### src/rtl/booth_arbiter.sv
// Round-robin front end that shares one Booth multiplier datapath between NREQ clients.
// Optional macro BOOTH_ARB_TIMEOUT_EN aborts a WAIT that sees no mul_fin within TIMEOUT cycles.
module booth_arbiter #(
  parameter int NREQ    = 4,
  parameter int WIDTH   = 8,
  parameter int IDW     = 2,
  parameter int TIMEOUT = 31
) (
  input  logic                  clk_i,
  input  logic                  rst_n_i,
  input  logic [NREQ-1:0]       req_i,
  input  logic [NREQ*WIDTH-1:0] opa_i,
  input  logic [NREQ*WIDTH-1:0] opb_i,
  output logic [NREQ-1:0]       gnt_o,
  output logic                  mul_start_o,
  output logic [WIDTH-1:0]      mul_a_o,
  output logic [WIDTH-1:0]      mul_b_o,
  input  logic                  mul_fin_i,
  input  logic [2*WIDTH-1:0]    mul_p_i,
  output logic                  res_valid_o,
  input  logic                  res_ready_i,
  output logic [IDW-1:0]        res_id_o,
  output logic [2*WIDTH-1:0]    res_p_o,
  output logic                  res_err_o
);

  typedef enum logic [1:0] {IDLE, START, WAIT, RESULT} state_t;

  state_t               state_q, state_d;
  logic [IDW-1:0]       rr_q, rr_d, res_id_q, res_id_d;
  logic [NREQ-1:0]      gnt_q, gnt_d;
  logic                 mul_start_q, mul_start_d;
  logic [WIDTH-1:0]     mul_a_q, mul_a_d, mul_b_q, mul_b_d;
  logic                 res_valid_q, res_valid_d;
  logic [2*WIDTH-1:0]   res_p_q, res_p_d;
  logic                 first_q, first_d;
`ifdef BOOTH_ARB_TIMEOUT_EN
  localparam int CW = $clog2(TIMEOUT + 1);
  logic [CW-1:0]        cnt_q, cnt_d;
  logic                 res_err_q, res_err_d;
`endif

  // Round-robin search: scan offsets 0..NREQ-1 from rr_q, first set request wins.
  logic [IDW:0]   sum;
  logic [IDW-1:0] win;
  logic           found;
  logic [WIDTH-1:0] sel_a, sel_b;

  always_comb begin
    found = 1'b0;
    win   = '0;
    sum   = '0;
    for (int j = 0; j < NREQ; j++) begin
      sum = {1'b0, rr_q} + (IDW+1)'(j);
      if (sum >= (IDW+1)'(NREQ)) sum = sum - (IDW+1)'(NREQ);
      if (!found && req_i[sum[IDW-1:0]]) begin
        found = 1'b1;
        win   = sum[IDW-1:0];
      end
    end
  end

  always_comb begin
    sel_a = '0;
    sel_b = '0;
    for (int i = 0; i < NREQ; i++) begin
      if (IDW'(i) == win) begin
        sel_a = opa_i[i*WIDTH +: WIDTH];
        sel_b = opb_i[i*WIDTH +: WIDTH];
      end
    end
  end

  always_comb begin
    state_d     = state_q;
    rr_d        = rr_q;
    gnt_d       = '0;
    mul_start_d = 1'b0;
    mul_a_d     = mul_a_q;
    mul_b_d     = mul_b_q;
    res_valid_d = res_valid_q;
    res_id_d    = res_id_q;
    res_p_d     = res_p_q;
    first_d     = first_q;
`ifdef BOOTH_ARB_TIMEOUT_EN
    cnt_d       = cnt_q;
    res_err_d   = res_err_q;
`endif
    case (state_q)
      IDLE: if (found) begin
        for (int i = 0; i < NREQ; i++) gnt_d[i] = (IDW'(i) == win);
        mul_start_d = 1'b1;
        mul_a_d     = sel_a;
        mul_b_d     = sel_b;
        res_id_d    = win;
        rr_d        = (win == IDW'(NREQ-1)) ? '0 : win + 1'b1;
        state_d     = START;
      end
      START: begin
        first_d = 1'b1;
`ifdef BOOTH_ARB_TIMEOUT_EN
        cnt_d   = '0;
`endif
        state_d = WAIT;
      end
      WAIT: begin
        // The first WAIT cycle may still see fin from the previous product.
        first_d = 1'b0;
`ifdef BOOTH_ARB_TIMEOUT_EN
        cnt_d   = cnt_q + 1'b1;
`endif
        if (!first_q && mul_fin_i) begin
          res_p_d     = mul_p_i;
          res_valid_d = 1'b1;
          state_d     = RESULT;
`ifdef BOOTH_ARB_TIMEOUT_EN
          res_err_d   = 1'b0;
        end else if (cnt_q == CW'(TIMEOUT - 1)) begin
          res_p_d     = '0;
          res_err_d   = 1'b1;
          res_valid_d = 1'b1;
          state_d     = RESULT;
`endif
        end
      end
      RESULT: if (res_ready_i) begin
        res_valid_d = 1'b0;
        state_d     = IDLE;
      end
      default: state_d = IDLE;
    endcase
  end

  always_ff @(posedge clk_i) begin
    if (!rst_n_i) begin
      state_q     <= IDLE;
      rr_q        <= '0;
      gnt_q       <= '0;
      mul_start_q <= 1'b0;
      mul_a_q     <= '0;
      mul_b_q     <= '0;
      res_valid_q <= 1'b0;
      res_id_q    <= '0;
      res_p_q     <= '0;
      first_q     <= 1'b0;
`ifdef BOOTH_ARB_TIMEOUT_EN
      cnt_q       <= '0;
      res_err_q   <= 1'b0;
`endif
    end else begin
      state_q     <= state_d;
      rr_q        <= rr_d;
      gnt_q       <= gnt_d;
      mul_start_q <= mul_start_d;
      mul_a_q     <= mul_a_d;
      mul_b_q     <= mul_b_d;
      res_valid_q <= res_valid_d;
      res_id_q    <= res_id_d;
      res_p_q     <= res_p_d;
      first_q     <= first_d;
`ifdef BOOTH_ARB_TIMEOUT_EN
      cnt_q       <= cnt_d;
      res_err_q   <= res_err_d;
`endif
    end
  end

  assign gnt_o       = gnt_q;
  assign mul_start_o = mul_start_q;
  assign mul_a_o     = mul_a_q;
  assign mul_b_o     = mul_b_q;
  assign res_valid_o = res_valid_q;
  assign res_id_o    = res_id_q;
  assign res_p_o     = res_p_q;
`ifdef BOOTH_ARB_TIMEOUT_EN
  assign res_err_o   = res_err_q;
`else
  assign res_err_o   = 1'b0;
`endif

endmodule

### config.mk
export PLATFORM = sky130hd
export DESIGN_NAME = booth_arbiter
export DESIGN_NICKNAME = d
export VERILOG_FILES = /design/src/rtl/booth_arbiter.sv
export SDC_FILE = /design/constraint.sdc
export NUM_CORES = 1
export LEC_CHECK = 0
export CORE_MARGIN = 2
export CORE_UTILIZATION = 39
export CTS_BUF_LIST = sky130_fd_sc_hd__clkbuf_16
export CTS_CLUSTER_DIAMETER = 80
export DETAILED_ROUTE_END_ITERATION = 8
export GPL_TIMING_DRIVEN = 0
export PLACE_DENSITY = 0.81
export SLEW_MARGIN = 20
export SYNTH_ARGS = -nofsm -noshare
export SYNTH_HDL_FRONTEND = slang
export SYNTH_SLANG_ARGS = --single-unit
### constraint.sdc
create_clock -name clk_i -period 3 [get_ports clk_i]
set_clock_uncertainty 0.15 [all_clocks]
set_input_delay 0.75 -clock clk_i [delete_from_list [all_inputs] [get_ports clk_i]]
set_output_delay 0.75 -clock clk_i [all_outputs]
set_load 0.01 [all_outputs]
## Word-level counts from Yosys, hierarchy flattened

Cells that the tools add are included.

| word-level totals | value |
|---|---|
| register bits after elaboration | 45 |
| input bits | 88 |
| output and inout port bits | 41 |
| logic and storage cells | 92 |

| operators by class | value |
|---|---|
| add/sub/neg operators | 8 |
| magnitude comparators | 8 |
| equality and inequality tests | 10 |
| multiplexer cells | 38 |
| reduce and logical (&&, ||, !) cells | 18 |

Operators with widths:

| operator | count |
|---|---|
| $mux W8 | 8 |
| $mux W2 | 12 |
| $lt A2 B3 Y1 const B | 4 |
| $mux W1 | 11 |
| $ge A3 B3 Y1 const B | 3 |
| $reduce_and A3 Y1 | 3 |
| $bmux W1 S2 | 4 |
| $pmux W2 S4 | 1 |
| $sub A2 B1 Y2 const B | 4 |
| $add A2 B2 Y3 const B | 2 |
| $eq A2 B2 Y1 const B | 3 |
| $ne A2 B2 Y1 const B | 3 |
| $reduce_and A2 Y1 | 3 |
| $eq A2 B2 Y1 const A | 2 |
| $logic_and A1 B1 Y1 | 4 |
| $logic_not A1 Y1 | 4 |
| $logic_not A2 Y1 | 2 |
| $pmux W1 S2 | 2 |
| $reduce_bool A2 Y1 | 2 |
| $add A2 B1 Y3 const B | 1 |
| $ge A2 B3 Y1 const B | 1 |
| $add A2 B1 Y2 const B | 1 |
| $eq A1 B2 Y1 const A | 1 |
| $eq A2 B1 Y1 const B | 1 |

## Logic depth before layout (Yosys ltp)

| depth | value |
|---|---|
| depth after elaboration | 19 |
| mapped depth | 11 |

## Worst setup path before layout

Ideal clock, no wire load.

| timing path | value |
|---|---|
| path type | input to register |
| start | in req_i[2] |
| end | reg mul_a_q[5] (netlist: mul_a_o[5]) |
| setup time | 0.120 ns |
| data arrival time | 2.315 ns |
| data required time | 2.730 ns |
| path slack | 0.414 ns |
| stages on the path | 11 |
| cell sequence | inv_1 > o22ai_1 > o21a_1 > or3_1 > ha_1 > buf_2 > clkbuf_1 > a21oi_1 > o21ai_0 > a22oi_1 > a21oi_1 |

| between the ends | value |
|---|---|
| cells in the longest elaborated chain, start to end | 17 |

RTL lines:

| what | RTL line | text |
|---|---|---|
| start: declaration | 11 | `input logic [NREQ-1:0] req_i,` |
| $bmux W1 S2 | 56 | `if (!found && req_i[sum[IDW-1:0]]) begin` |
| $mux W1 (not written as such) | 56 |  |
| $mux W1 | 56 |  |
| $logic_not A1 Y1 | 56 |  |
| $logic_and A1 B1 Y1 | 56 |  |
| $mux W1 | 56 |  |
| $logic_not A1 Y1 | 56 |  |
| $logic_and A1 B1 Y1 | 56 |  |
| $mux W1 | 56 |  |
| $logic_not A1 Y1 | 56 |  |
| $logic_and A1 B1 Y1 | 56 |  |
| $mux W2 | 56 |  |
| $logic_not A2 Y1 | 67 | `if (IDW'(i) == win) begin` |
| $mux W8 (4 in a row) | 67 |  |
| end signal: assignment | 155 | `mul_a_q <= mul_a_d;` |
| end: declaration | 33 | `logic [WIDTH-1:0] mul_a_q, mul_a_d, mul_b_q, mul_b_d;` |

Parallel ways exist; a longest one is shown, timed or not. The select of a mux whose other input is x is not followed.
A chain may end at the register's enable or synchronous reset.

## Worst setup path after layout

| timing path | value |
|---|---|
| start | in req_i[0] |
| end | reg mul_a_q[2] (netlist: mul_a_o[2]) |

Same word-level chain as after synthesis.

==> impl_metrics.yaml <==
global_routing:
  grt_start_max_net_pins: 15
  grt_overflow_total: 0
  first_global_vias: 2525
  grtUsageTotal_pct: 22.25
  grt_pass1_wl_um: 11490
  antenna_found_initial: 0
sta:
  hold_viol: 0
  fmax_mhz: 354.1
  slew_headroom_pct: 64.06
  setup_slack_ns: 0.1761
  setup_viol: 0
  period_minus_slack_ns: 2.824
  slew_violations: 0
  worst_pin_slew_ns: 0.5391
  min_period_over_period_pct: 94.13
critical_path:
  cp.required_ns: 3.02
  regToRegEndpoint: "mul_a_o[2]"
  endpoint_kind: "flop"
  arrival_ns: 2.85
  r2r_start: "rr_q[0]"
  path_class: "in -> reg"
  r2r_slack_ns: 0.56
  worstRegToRegCells: 10
  cp-start-kind: "input port"
  cp_max_fo: 10
final_layout:
  antenna_cells: 0
  final_core_util_pct: 66.92
  stdcell_area_sq_mm: 0.003939
  area_growth_syn_to_layout_pct: 66.83
  drive_gt1_share_pct: 7.883
  final_cell_mix: "clkdlybuf4s50_1 (122), nand2_1 (56), a21oi_1 (50)"
  fin_cells: 519
  final_common_cell: "clkdlybuf4s50_1"
  nets: 539
clocking:
  cts_buffers: 5
  h-tree-depth: 2
  clockRootBuffer: "clkbuf_16"
  cts.clk_slew.worst_paths_ns: 0.06
  cts_buffer_depth: 2
  cts.sinks: 45
  cts_tree: "built"
  clk_latency_ns: 0.29
yosys:
  syn_avg_cell_area_sq_um: 7.616
  syn_inst: 310
  syn_nets: 406
  synth-seq-area-share_pct: 38.16
  yosysTopAreaCell: "dfxtp_1"
  synthTopCellsByArea: "dfxtp_1 (38%), a21oi_1 (11%), nand2_1 (8.9%)"
  synth_area_sq_mm: 0.002361
  synth_edf_count: 0
  synth_ff_type: "dfxtp_1"
  ys_warn_count: 0
  synth_cell_types: 37
  synth_top_area_share_pct: 38.16
  synth-seq-cells: 45
  async_flop_share_pct: 0
drt:
  remaining_drc_errors: 0
  drtIter0Drc: 79
  viasPerCell: 5.046
  antenna_left: 0
  avgRoutedWirePerCell_um: 14.17
  vias: 2619
  routed_wl_um: 7353
  dr.pass1.iters: 4
placed_design:
  hpwl_um: 5589
  port_buffers: 126
  routabilityCongestion: 0.7809
  place_area_sq_mm: 0.003716
  dp.cells: 511
  place_ws_ns: -0.4892
power_and_ir_drop:
  peakVddDrop_mv: 0.4103
  power.share.clock_pct: 21.7
  p_total_mw: 3.246
  swShare_pct: 36.92
  p_per_area_mw_per_mm2: 824.0
  power_frac_comb_pct: 51.8
  p_leak_nw: 1.598
  intPower_mw: 2.047
  p_switching_mw: 1.198
  seqPwrFrac_pct: 26.5
min_path:
  min_path_cells: 2
  hp-start: "res_p_o[7]"
  min_to: "res_p_o[7]"
  hold_path_class: "reg -> reg"
die:
  die_area_sq_mm: 0.006692
  core_sq_mm: 0.005886
  pin_count: 129
  fp.dieH_um: 81.81
  die_w_um: 81.81
  rows: 28
  start_util_pct: 40.11
flow_run:
  maxCapViolCount: 0
status:
  status: "completed"
[how the worst max path moves through the flow]
stage | to | start | slack (ns)
2_1_floorplan | mul_a_o[5] | req_i[2] | 0.41
3_3_place_gp | mul_a_o[5] | req_i[1] | -0.45
3_5_place_dp | mul_a_o[7] | req_i[1] | -0.49
4_1_cts | mul_a_o[2] | req_i[2] | -0.004
5_1_grt | mul_b_o[2] | req_i[0] | -0.003
6_report | mul_a_o[2] | req_i[0] | 0.18
[timing repair]
item,CTS,global route
hold buffers,0,0
buffers inserted,0,0
endpoints found under the setup margin,16,17
gates resized for setup,11,13
cloned,0,0
pin swaps,0,2
[stage by stage]
step / hold WS [ns] / setup TNS [ns]
after floorplan: 0.3034 / 0
after global placement: 0.3007 / -6.284
after detailed placement: 0.3069 / -6.995
after CTS: 0.3157 / -0.004076
after global routing: 0.3359 / -0.002675
final: 0.3127 / 0
[power groups by stage]
stage | registers, mW | clock network, mW | logic [mW]
2_1_floorplan | 0.916 | 0 | 0.941
3_5_place_dp | 0.870 | 0 | 1.63
6_report | 0.860 | 0.703 | 1.68
3_3_place_gp | 0.862 | 0 | 1.61
5_1_grt | 0.881 | 0.733 | 1.86
4_1_cts | 0.860 | 0.716 | 1.66
[logic make-up (layout without fill, tap and decap cells)]
kind of cell,after synthesis,after routing,share of synthesized area (%)
AOI/OAI and AO/OA,129,129,32.33
adders and majority gates,8,8,4.240
buffers and inverters,52,186,10.49
DFF,45,45,38.16
muxes,1,1,0.4240
other,1,1,0.1588
and+or+nand+nor,74,74,14.20
[synth_stat cells (2+ instances only)]
| cell | n |
|---|---|
| a21boi_0 | 16 |
| a21oi_1 | 51 |
| a22oi_1 | 16 |
| and2_1 | 2 |
| and3_1 | 4 |
| buf_2 | 6 |
| buf_6 | 4 |
| clkbuf_1 | 15 |
| dfxtp_1 | 45 |
| ha_1 | 8 |
| inv_1 | 25 |
| nand2_1 | 56 |
| nand3_1 | 2 |
| nor2_1 | 2 |
| o21ai_0 | 18 |
| o21ai_1 | 15 |
| o22ai_1 | 5 |
[worst max-delay path, stage by stage]
cell	delay (ns)
dlygate4sd2_1	0.29
inv_1	0.09
o22ai_1	0.08
o21a_1	0.24
or3_4	0.35
ha_1	0.20
buf_2	0.16
clkbuf_4	0.20
a21oi_1	0.13
o21ai_0	0.10
a22oi_1	0.17
a21oi_1	0.09
[registers in the layout (all words and copies together) (netlist names), 2 cells and up]
name / flops
res_p_o: 16
state_q: 2
gnt_o: 4
res_id_o: 2
rr_q: 2
mul_b_o: 8
mul_a_o: 8
[per-layer routing]
metal / vias up / global-route usage (%) / part of all wire, %
li1: 1328 / - / -
met1: 1146 / 24.76 / 41
met2: 127 / 37.89 / 45
met3: 18 / 8.462 / 11
met4: 0 / 9.333 / 3.0
met5: - / 0 / 0
[area by class of cell]
cell class,instances,area (sq um)
fill,500,1947
tap,75,93.84
sequential,45,900.9
clock buffer,5,125.1
timing repair buffer,126,1261
clock inverter,3,65.06
inverter,25,93.84
buffer,27,177.7
multi-input combinational,213,1221
No activity file was read; power rests on OpenSTA's default activity.
